## config.mk

```make
export PLATFORM = sky130hd
export DESIGN_NAME = rr_grant_decoder8
export DESIGN_NICKNAME = d
export VERILOG_FILES = /design/src/rtl/rr_grant_decoder8.sv
export SDC_FILE = /design/constraint.sdc
export NUM_CORES = 1
export LEC_CHECK = 0
export CAP_MARGIN = 20
export CORE_MARGIN = 2
export CORE_UTILIZATION = 52
export DETAILED_ROUTE_END_ITERATION = 7
export PLACE_DENSITY = 0.77
export SLEW_MARGIN = 20
export SYNTH_ARGS = -nofsm -noshare
export SYNTH_HDL_FRONTEND = slang
export SYNTH_SLANG_ARGS = --single-unit
```

## constraint.sdc

```tcl
create_clock -name clk -period 3.5 [get_ports clk]
set_input_delay 0.7 -clock clk [delete_from_list [all_inputs] [get_ports clk]]
set_output_delay 0.7 -clock clk [all_outputs]
set_load 0.005 [all_outputs]
```

## src/rtl/rr_grant_decoder8.sv

```systemverilog
// Round-robin arbiter for 8 requesters. The registered one-hot grant is decoded from a
// 3-bit winner index, and a hold limit forces release so no requester starves the others.
module rr_grant_decoder8 #(
   parameter int HOLD_W   = 8,
   parameter int MAX_HOLD = 16
) (
   input  logic       clk,
   input  logic       rst,
   input  logic [7:0] req,
   output logic [7:0] gnt,
   output logic [2:0] gnt_idx,
   output logic       gnt_valid,
   output logic       force_rel
);

   typedef enum logic {IDLE, GRANT} state_t;

   localparam logic [HOLD_W-1:0] HOLD_LAST = HOLD_W'(MAX_HOLD - 1);

   state_t            state;
   logic [2:0]        ptr;
   logic [HOLD_W-1:0] hold_cnt;
   logic [2:0]        pick;
   logic              limit_hit;

   function automatic logic [7:0] dec3to8(input logic [2:0] idx);
      dec3to8 = 8'b1 << idx;
   endfunction

   // Scan from lowest to highest priority so the first requester at or after ptr wins.
   always_comb begin
      pick = ptr;
      for (int k = 7; k >= 0; k--) begin
         if (req[ptr + 3'(k)]) pick = ptr + 3'(k);
      end
   end

   assign limit_hit = (MAX_HOLD != 0) && (hold_cnt == HOLD_LAST);

   always_ff @(posedge clk or posedge rst) begin
      if (rst) begin
         state     <= IDLE;
         ptr       <= 3'd0;
         hold_cnt  <= '0;
         gnt       <= 8'd0;
         gnt_idx   <= 3'd0;
         gnt_valid <= 1'b0;
         force_rel <= 1'b0;
      end else begin
         force_rel <= 1'b0;
         case (state)
            IDLE: begin
               if (req != 8'd0) begin
                  gnt_idx   <= pick;
                  gnt       <= dec3to8(pick);
                  gnt_valid <= 1'b1;
                  hold_cnt  <= '0;
                  state     <= GRANT;
               end
            end
            GRANT: begin
               // A voluntary release takes precedence, so force_rel only fires while req is still held.
               if (!req[gnt_idx] || limit_hit) begin
                  gnt       <= 8'd0;
                  gnt_valid <= 1'b0;
                  ptr       <= gnt_idx + 3'd1;
                  force_rel <= req[gnt_idx];
                  state     <= IDLE;
               end else begin
                  hold_cnt <= hold_cnt + 1'b1;
               end
            end
            default: state <= IDLE;
         endcase
      end
   end

endmodule

```

; Word level (Yosys, flattened, before mapping)
; Index checks and enable logic that the tools add are counted.
[totals]
ff_bits = 25
[classes]
add_sub_neg = 9
magnitude_cmp = 9
n_eq_ne = 4
n_shift = 1
n_mux = 40
bitwise_logic = 1
reduce_logical = 7
[op_table]
columns = operator, n
row1 = less-than comparator 3 x 4 -> 1 bit (second input constant), 9
row2 = two-way mux 8 bit, 4
row3 = one-hot mux 8 bit (2 select lines), 2
row4 = binary-select mux 1 bit (select 3 bit), 9
row5 = two-way mux 3 bit, 8
row6 = two-way mux 1 bit, 15
row7 = adder 3 bit (second input constant), 4
row8 = adder 8 x 1 -> 8 bit (second input constant), 1
row9 = == test 8 x 4 -> 1 bit (second input constant), 1
row10 = AND reduction 2 bit, 4
row11 = nonzero test 8 bit, 1
row12 = left shift 1 x 3 -> 8 bit (first input constant), 1
row13 = adder 3 x 1 -> 3 bit (second input constant), 2
row14 = adder 3 x 2 -> 3 bit (second input constant), 2
row15 = inequality test 2 bit (second input constant), 2
row16 = one-hot mux 1 bit (2 select lines), 2
row17 = inequality test 2 x 1 -> 1 bit (second input constant), 1
row18 = logical NOT 1 bit, 1
row19 = logical OR 1 bit, 1
row20 = inverter 1 bit, 1

; Depth between registers and ports, before layout
[logic_depth]
ltp_word = 14
ltp_mapped = 12
depth_no_buf = 8

; Worst setup path after synthesis
; Ideal clock, no wire load.
[synth_timing]
kind = flip-flop to flip-flop
from = reg ptr[1]
to = reg gnt[0]
arrival_time_ns = 3.165
required_time_ns = 3.397
path_slack_ns = 0.231
stages_incl_launch_ff = 12
cell_sequence = dfrtp_1 buf_2 buf_2 inv_1 ha_1 buf_6 mux2_4 mux4_2 nor3_1 a2111oi_4 a31o_1 o41ai_2
[synth_between]
elab_chain_cells = 14
[synth_lines]
columns = item, line
row1 = from (decl), 21  ; logic [2:0] ptr;
row2 = from (signal assigned), 66  ; ptr <= gnt_idx + 3'd1;
row3 = adder 3 bit, 34  ; if (req[ptr + 3'(k)]) pick = ptr + 3'(k);
row4 = binary-select mux 1 bit (select 3 bit), 34
row5 = two-way mux 1 bit (implied by the code), 34
row6 = two-way mux 3 bit (7 in a row), 34
row7 = two-way mux 3 bit *, 34
row8 = left shift 1 x 3 -> 8 bit *, 27  ; dec3to8 = 8'b1 << idx;
row9 = two-way mux 8 bit *, 53  ; if (req != 8'd0) begin
row10 = one-hot mux 8 bit (2 select lines) *, 51  ; case (state)
row11 = to (signal assigned), 55  ; gnt <= dec3to8(pick);
row12 = to (decl), 10  ; output logic [7:0] gnt,
; Every way passes the cells marked *; elsewhere a longest branch is shown, timed or not. The select of a mux whose other input is x is not followed.
; A chain may end at the register's enable or synchronous reset.

; Worst setup path in the final report
[layout_timing]
from = in req[5]
to = reg gnt[2]
[layout_between]
elab_chain_cells = 13
[layout_lines]
columns = item, line
row1 = from (decl), 9  ; input logic [7:0] req,
row2 = binary-select mux 1 bit (select 3 bit), 34
row3 = two-way mux 1 bit (implied by the code), 34
row4 = two-way mux 3 bit (8 in a row), 34
row5 = left shift 1 x 3 -> 8 bit, 27
row6 = two-way mux 8 bit, 53
row7 = one-hot mux 8 bit (2 select lines), 51
; Several ways; a longest one is shown, not always the timed one. The select of a mux whose other input is x is not followed.

==> qor.csv <==
metric,value,unit
Fillers,373,
critical path required time,3680,ps
highest clock rate,316,MHz
RSZ-0062 raised after global routing,no,
Vias/cell,6.38,
core area,4380,µm²
CTS root buffer,clkbuf_8,
Crit-path slowest cell,clkdlybuf4s50_1,
clock-pin slew on the worst setup and hold paths,90,ps
row count,24,
P&R area growth vs syn,15.4,%
cts hold-fix bufs,0,
Fin. Hold Viols,0,
DP Cell Count,312,
count of final setup violators,0,
PwrDens,1080,nW/µm²
top cell family by delay on the critical path,compound AO/OA/AOI/OAI gates,
Tcrit/Tclk final,0.904,
fin cells,316,
largest net degree at the start of global routing,26,
share of cells above drive strength 1,0.227,
Max Cap Viol,0,
slew margin rel.,0.412,
post-route ant nets,0,
CTS tree,yes,
DR iter-0 viols,156,
Port-buffer cells,22,
worst hold path class,reg2reg,
number of clock sinks,25,
post-synthesis area per instance,9.86,µm²
post-synth top area share,0.263,
LEAKAGE,1.13,nW
final slew viol count,0,
VDD IR max,0.595,mV
Total Routed Length,5190,µm
CTS Buffer Depth,2,
first-pass GRT wire length,9240,µm
CP Max Fanout,11,
average wire per standard cell,16.4,µm
setup TNS,0,ps
crit path cell chain,"clkdlybuf4s50_1, mux4_2, mux2_1, nor3b_1, buf_4, a2111oi_4, a31oi_2, o41ai_2",
GPL Wtd Cong,0.869,
Setup crit end kind,flop,
CP arrival,3350,ps
I/O Pins,23,
Post-Synthesis Cells,241,
Buf/Inv on CP,2,
critical path type,in2reg,
"slowest stage delay, CP",570,ps
Via Count,2015,
TritonRoute pass-1 iters,4,
Synth Flop Type,dfrtp_1,
"Gates resized, CTS repair",0,
DRC errors left,0,
share of the yosys chip area belonging to registers,0.263,
Congestion Overflow GR,0,
Yosys Warn Count,0,
asr flop ratio synth,1.00,
Final Skew,11.2,ps
diode count,0,
"top cells by area, synth","dfrtp_1 26%, mux4_2 17%, mux2i_1 5.5%",
crit start category,primary input,
"EDFF count, synth",0,
cell with the most instances after synthesis,nand2_1,
pre-CTS setup slack,39.3,ps
final core occ,0.626,
total CTS buffers,3,
Die ar.,5130,µm²
DIE WIDTH,71.6,µm
final critical-path required period,3160,ps
hpwl dp,3870,µm
footprint of the multi-input gates,1610,µm²
Synth Net Count,255,
"top cells by count, synth","26 x nand2_1, 25 x dfrtp_1, 18 x mux4_2, 18 x nor2_1, 15 x clkbuf_1",
total track usage,0.222,
Worst-Skew Late Latency,280,ps
# nets final,279,
H-tree levels,1,
vias in the first global route,1974,
initial antenna violation count,0,
FF/Latch Area,626,µm²
Seq cells post-synth,25,
post-CTS setup repair buffer count,0,
die height,71.6,µm
largest area contributor in the netlist,dfrtp_1,
effective utilization at floorplan,0.542,
final worst slack,336,ps
Slew @ Worst Pin,877,ps
Unique masters post-synth,51,
status,completed,
Post-Syn Area,2380,µm²
==> where the power goes <==
part           switching, mW  internal [mW]
Sequential             0.100          0.379
Combinational           1.24           1.08
Clock                 0.0935         0.0798
Total                   1.43           1.54
==> cell usage in the layout (no fill, tap or decap), types with 4 or more instances in the layout <==
master           instances
xnor2_1                  6
a21oi_1                 12
o21ai_0                  6
ha_1                     4
dfrtp_1                 25
mux2i_1                 13
nor3_1                   7
a211oi_1                 4
and2_1                   5
o31ai_1                  6
mux2_2                   6
nor4_1                   4
mux4_2                  18
o41ai_2                  4
clkdlybuf4s50_1         22
xor2_1                   4
buf_4                   20
inv_1                    5
nor2_1                  18
nand2_1                 26
nand3_1                  6
==> state kept, by name (all words and copies together) (netlist names) <==
| signal | count |
|---|---|
| force_rel | 1 |
| gnt_idx | 3 |
| gnt | 8 |
| ptr | 3 |
| state | 1 |
| gnt_valid | 1 |
| hold_cnt | 8 |
==> path summary, 6_finish.rpt <==
| check | depth (start not counted) | from | to | slack, ps |
|---|---|---|---|---|
| setup / recovery | 8 | req[5] | gnt[2]$_DFFE_PP0P_ | 340 |
| hold / removal | 2 | gnt[6]$_DFFE_PP0P_ | gnt[6]$_DFFE_PP0P_ | 490 |
| setup reg to reg | 8 | ptr[0]$_DFFE_PP0P_ | gnt[5]$_DFFE_PP0P_ | 380 |
| hold reg to reg | 2 | gnt[6]$_DFFE_PP0P_ | gnt[6]$_DFFE_PP0P_ | 490 |
| max in group asynchronous | 2 | rst | hold_cnt[3]$_DFFE_PP0P_ | 2290 |
| min in group asynchronous | 2 | rst | gnt[0]$_DFFE_PP0P_ | 790 |
==> kinds of logic (layout without fill, tap and decap cells) <==
logic type	count (synthesis)	count (layout)	share of synthesized area
simple gates	78	78	0.159
compound gates	54	54	0.189
mux	40	40	0.271
buf+inv	30	53	0.0600
flops	25	25	0.263
xor+xnor	10	10	0.0368
fa+ha+maj	4	4	0.0211
==> routing by layer <==
metal	wire length [µm]	part of all wire	global-route usage	vias to the layer above
li1	-	-	-	963
met1	2460	0.47	0.343	984
met2	2460	0.47	0.346	61
met3	239	0.046	0.0295	7
met4	31	0.0060	0.0231	0
met5	0	0	0	-
==> layout make-up <==
type,instances,area share
clock buffer,3,0.0151
sequential,25,0.228
timing repair buffer,42,0.135
multi-input combinational,186,0.587
clock inverter,1,0.00182
inverter,7,0.00958
tap,52,0.0237
==> through the flow <==
step | cell area, µm² | hold WS [ps] | power (mW)
global placement | 2700 | 465 | 2.76
detailed placement | 2700 | 468 | 2.79
global route | 2740 | 526 | 3.23
CTS | 2740 | 493 | 2.97
floorplan | 2380 | 473 | 2.31
finish | 2740 | 486 | 2.98
==> tightest hold or removal path, stage by stage, from the launching register on <==
cell and delay (ps):
dfrtp_1 350, nand2_1 50, o31ai_1 50
No activity file was read; power rests on OpenSTA's default activity.
==> edit 1 (same flow settings) <==
The parameter `HOLD_W` goes from 8 to 6.
--- a/src/rtl/rr_grant_decoder8.sv
+++ b/src/rtl/rr_grant_decoder8.sv
@@ -3,3 +3,3 @@
 module rr_grant_decoder8 #(
-   parameter int HOLD_W   = 8,
+   parameter int HOLD_W   = 6,
    parameter int MAX_HOLD = 16
Check against the original RTL: same outputs for any inputs over 10 cycles, from zero or initial values and one cycle with rst high; that may be too few to reach the edited logic, so the function may still have changed.
==> edit 1 against the unedited design <==
Sequential cell count shrank 2. Power shrank 11%. Routed wire length shrank 6.9%. Worst hold slack gained 0.00091 ns. Via count shrank 14%. Final area shrank 14%. Critical path type is now reg -> reg. Synthesized area shrank 12%. Setup slack lost 0.065 ns.
==> edit 1: results (changes against the unedited design) <==
| Metric | Value |
|---|---|
| Clk tree area frac | 1.96% (was 1.69%) |
| Comb_multi_in | 151 (was 186) |
| Non-CTS buffers | 27 (was 42) |
| Sequential area share after synthesis | 27.7% (was 26.3%) |
| Multi-input gate share of total cell area | 58.7% (about the same) |
| Post-synthesis xor/xnor area fraction | 4.57% (was 3.68%) |
| Leak pwr | 0.000947 µW (was 0.00113 µW) |
| Relative slew slack | 43.8% (was 41.2%) |
| Share of cells above drive strength 1 | 20.0% (was 22.7%) |
| Slowest cell on crit path | ha_1 (was clkdlybuf4s50_1) |
| Status | finished clean (unchanged) |
| Adder-Cell Fraction of Synth Area | 2.41% (was 2.11%) |
| Post-DR wirelength/cell | 18.4 µm (was 16.4 µm) |
| Compound-gate portion of the synthesized area | 20.9% (was 18.9%) |
| Fraction of cell area in non-clock buffers | 10.9% (was 13.5%) |
| Fin crit share | 92.2% (was 90.4%) |
| Synth cell types | 56 (was 51) |
| Non-Clock Inverter Count | 10 (was 7) |
| Die width | 67.3 µm (was 71.6 µm) |
| Post-detailed-placement half-perimeter wirelength | 3.61 mm (was 3.87 mm) |
| Synth top cells by count | dfrtp_1, nand2_1, mux4_2, mux2i_1, nor2_1 (was nand2_1, dfrtp_1, mux4_2, nor2_1, clkbuf_1) |
| Layout area overhead | 13.7% (was 15.4%) |
| Via count | 1731 (was 2015) |
| DRT iter0 DRCs | 130 (was 156) |
| Hold WS | 0.486 ns (about the same) |
| Post-Place Worst Slack | 0.0309 ns (was 0.0393 ns) |
| RD Place Congestion | 0.909 (was 0.869) |
| Worst Clk Skew | 0.00810 ns (was 0.0112 ns) |
| Via-per-instance ratio | 6.58 (was 6.38) |
| Clock latency on the worst-skew pair | 0.26 ns (was 0.28 ns) |
| Placed cells | 259 (was 312) |
| Sequential cell area share | 24.3% (was 22.8%) |
| Mapped Avg Cell Area | 10.5 µm² (was 9.86 µm²) |
| Pint | 1350 µW (was 1540 µW) |
| Largest stage delay, worst path | 0.71 ns (was 0.57 ns) |
-- edit 1: changes by cell type after synthesis, sizes merged, moves of 4 or more --
cell	before	now
a32o	0	4
nor2	18	12
clkbuf	15	6
nand2	26	18
a21oi	12	6
a211oi	4	0
nor3	7	2
mux4	18	14
and2	5	1
-- edit 1: worst paths after layout --
| kind | from | endpoint | cells after the start |
|---|---|---|---|
| max in group asynchronous | rst | hold_cnt[4]$_DFFE_PP0P_ | 2 |
| min in group asynchronous | rst | gnt[6]$_DFFE_PP0P_ | 2 |
| worst min register to register | gnt[6]$_DFFE_PP0P_ | gnt[6]$_DFFE_PP0P_ | 2 |
| worst max-delay path | ptr[1]$_DFFE_PP0P_ | gnt[0]$_DFFE_PP0P_ | 9 |
| worst min-delay path | gnt[6]$_DFFE_PP0P_ | gnt[6]$_DFFE_PP0P_ | 2 |
| worst max register to register | ptr[1]$_DFFE_PP0P_ | gnt[0]$_DFFE_PP0P_ | 9 |
-- edit 1: power groups by stage --
stage	clock, µW	combinational (µW)	sequential (µW)
6_report	162	2040	440
5_1_grt	179	2220	454
4_1_cts	168	2030	442
3_5_place_dp	0	2020	446
3_3_place_gp	0	1950	439
2_1_floorplan	0	1620	434
-- edit 1: cells by family after synthesis --
kind of cell / count (synthesis)
fa+ha+maj: 4
simple gates: 53
xor+xnor: 10
buf+inv: 24
flops: 23
mux: 36
compound gates: 48
-- edit 1: per-layer routing --
metal / global-route usage, % / vias up / wire length, µm
met4: 2.81 / 0 / 34
met5: 0 / - / 0
met3: 4.33 / 8 / 304
met1: 35.4 / 853 / 2180
li1: - / 811 / -
met2: 38.9 / 59 / 2310
==> edit 2 (same flow settings) <==
Made on the original files. Make the reset (`rst`) synchronous in one clocked block.
--- a/src/rtl/rr_grant_decoder8.sv
+++ b/src/rtl/rr_grant_decoder8.sv
@@ -39,3 +39,3 @@
 
-   always_ff @(posedge clk or posedge rst) begin
+   always_ff @(posedge clk) begin
       if (rst) begin
Check against the original RTL: differs if rst is asserted again (counterexample within 4 cycles, from zero or initial values and one cycle with rst high); with rst held inactive, the same outputs for 10 cycles.
==> edit 2 against the unedited design <==
Final area is 18% lower. Synthesized area shrank 18%. Routed wire length shrank 18%. First-iteration DRC count decreased by 16%. Count of clock-buffer cells in the layout increased by 1. Sequential cell count unchanged. Maximum frequency decreased by 1.3%. Die area fell by 17%. Setup slack worse by 0.042 ns. Critical endpoint is now gnt[0]$_SDFFE_PP0P_.
Power is not compared: it rests on default switching activity, and its combinational part moved more than twofold at a synthesized area within 25%.
==> edit 2: results (changes against the unedited design) <==
| Metric | Value |
|---|---|
| Status | finished clean (unchanged) |
| Net Count, Synth | 214 (was 255) |
| Clock latency on the worst-skew pair | 0.26 ns (was 0.28 ns) |
| Number of global-route vias before repair | 1548 (was 1974) |
| WL met2 | 2.00 mm (was 2.46 mm) |
| Share of cells above drive strength 1 | 14.8% (was 22.7%) |
| Placed cell area | 2200 µm² (was 2700 µm²) |
| GRT Overall Usage | 20.8% (was 22.2%) |
| Largest stage delay, worst path | 0.59 ns (was 0.57 ns) |
| Multi-input combinational cell area | 1350 µm² (was 1610 µm²) |
| Hold WS | 0.480 ns (was 0.486 ns) |
| Mapped Avg Cell Area | 9.70 µm² (was 9.86 µm²) |
| Largest net degree at the start of global routing | 23 (was 26) |
| Fmax | 312 MHz (was 316 MHz) |
| Met1 global-route usage | 30.8% (was 34.3%) |
| Via count | 1672 (was 2015) |
| Critical R2R Launch | ptr[1]$_SDFFE_PP0P_ (was ptr[0]$_DFFE_PP0P_) |
| Sequential area share after synthesis | 25.8% (was 26.3%) |
| Met1 Routed Length | 2.13 mm (was 2.46 mm) |
| Relative slew slack | 49.0% (was 41.2%) |
| Post-route insts no fill | 271 (was 316) |
| Post-Place Worst Slack | 0.0682 ns (was 0.0393 ns) |
| Post-detailed-placement half-perimeter wirelength | 3.15 mm (was 3.87 mm) |
| Slowest cell on crit path | mux4_2 (was clkdlybuf4s50_1) |
| Register-to-register path setup slack | 0.53 ns (was 0.38 ns) |
| Post-synthesis xor/xnor area fraction | 4.90% (was 3.68%) |
| Worst Path Max Fanout | 8 (was 11) |
| GR Util met3 | 2.57% (was 2.95%) |
| Crit-path leading delay family | multiplexers (was compound AO/OA/AOI/OAI gates) |
| Post-DR wirelength/cell | 15.7 µm (was 16.4 µm) |
-- edit 2: changes by cell type in the layout (fill, tap and decap cells not counted), sizes merged, moves of 4 or more --
cell	change
dfrtp	-25
dfxtp	+25
buf	-14
nand2	-12
a32o	+8
mux4	-7
mux2i	-6
o31ai	-6
o41ai	-4
-- edit 2: how the worst max path moves through the flow --
stage / startpoint / endpoint / depth (start not counted)
2_1_floorplan: ptr[1]$_SDFFE_PP0P_ / gnt[4]$_SDFFE_PP0P_ / 11
3_3_place_gp: req[6] / gnt[0]$_SDFFE_PP0P_ / 8
3_5_place_dp: req[1] / gnt[0]$_SDFFE_PP0P_ / 8
4_1_cts: req[6] / gnt[0]$_SDFFE_PP0P_ / 8
5_1_grt: req[3] / gnt[4]$_SDFFE_PP0P_ / 8
6_report: req[1] / gnt[0]$_SDFFE_PP0P_ / 8
-- edit 2: final cells by class --
class	instances	share of cell area, %
multi-input cells	161	60.3
flip-flops and latches	25	22.3
repair buffers	28	11.8
inverters	5	0.838
well taps	48	2.68
clock buffers	4	2.01
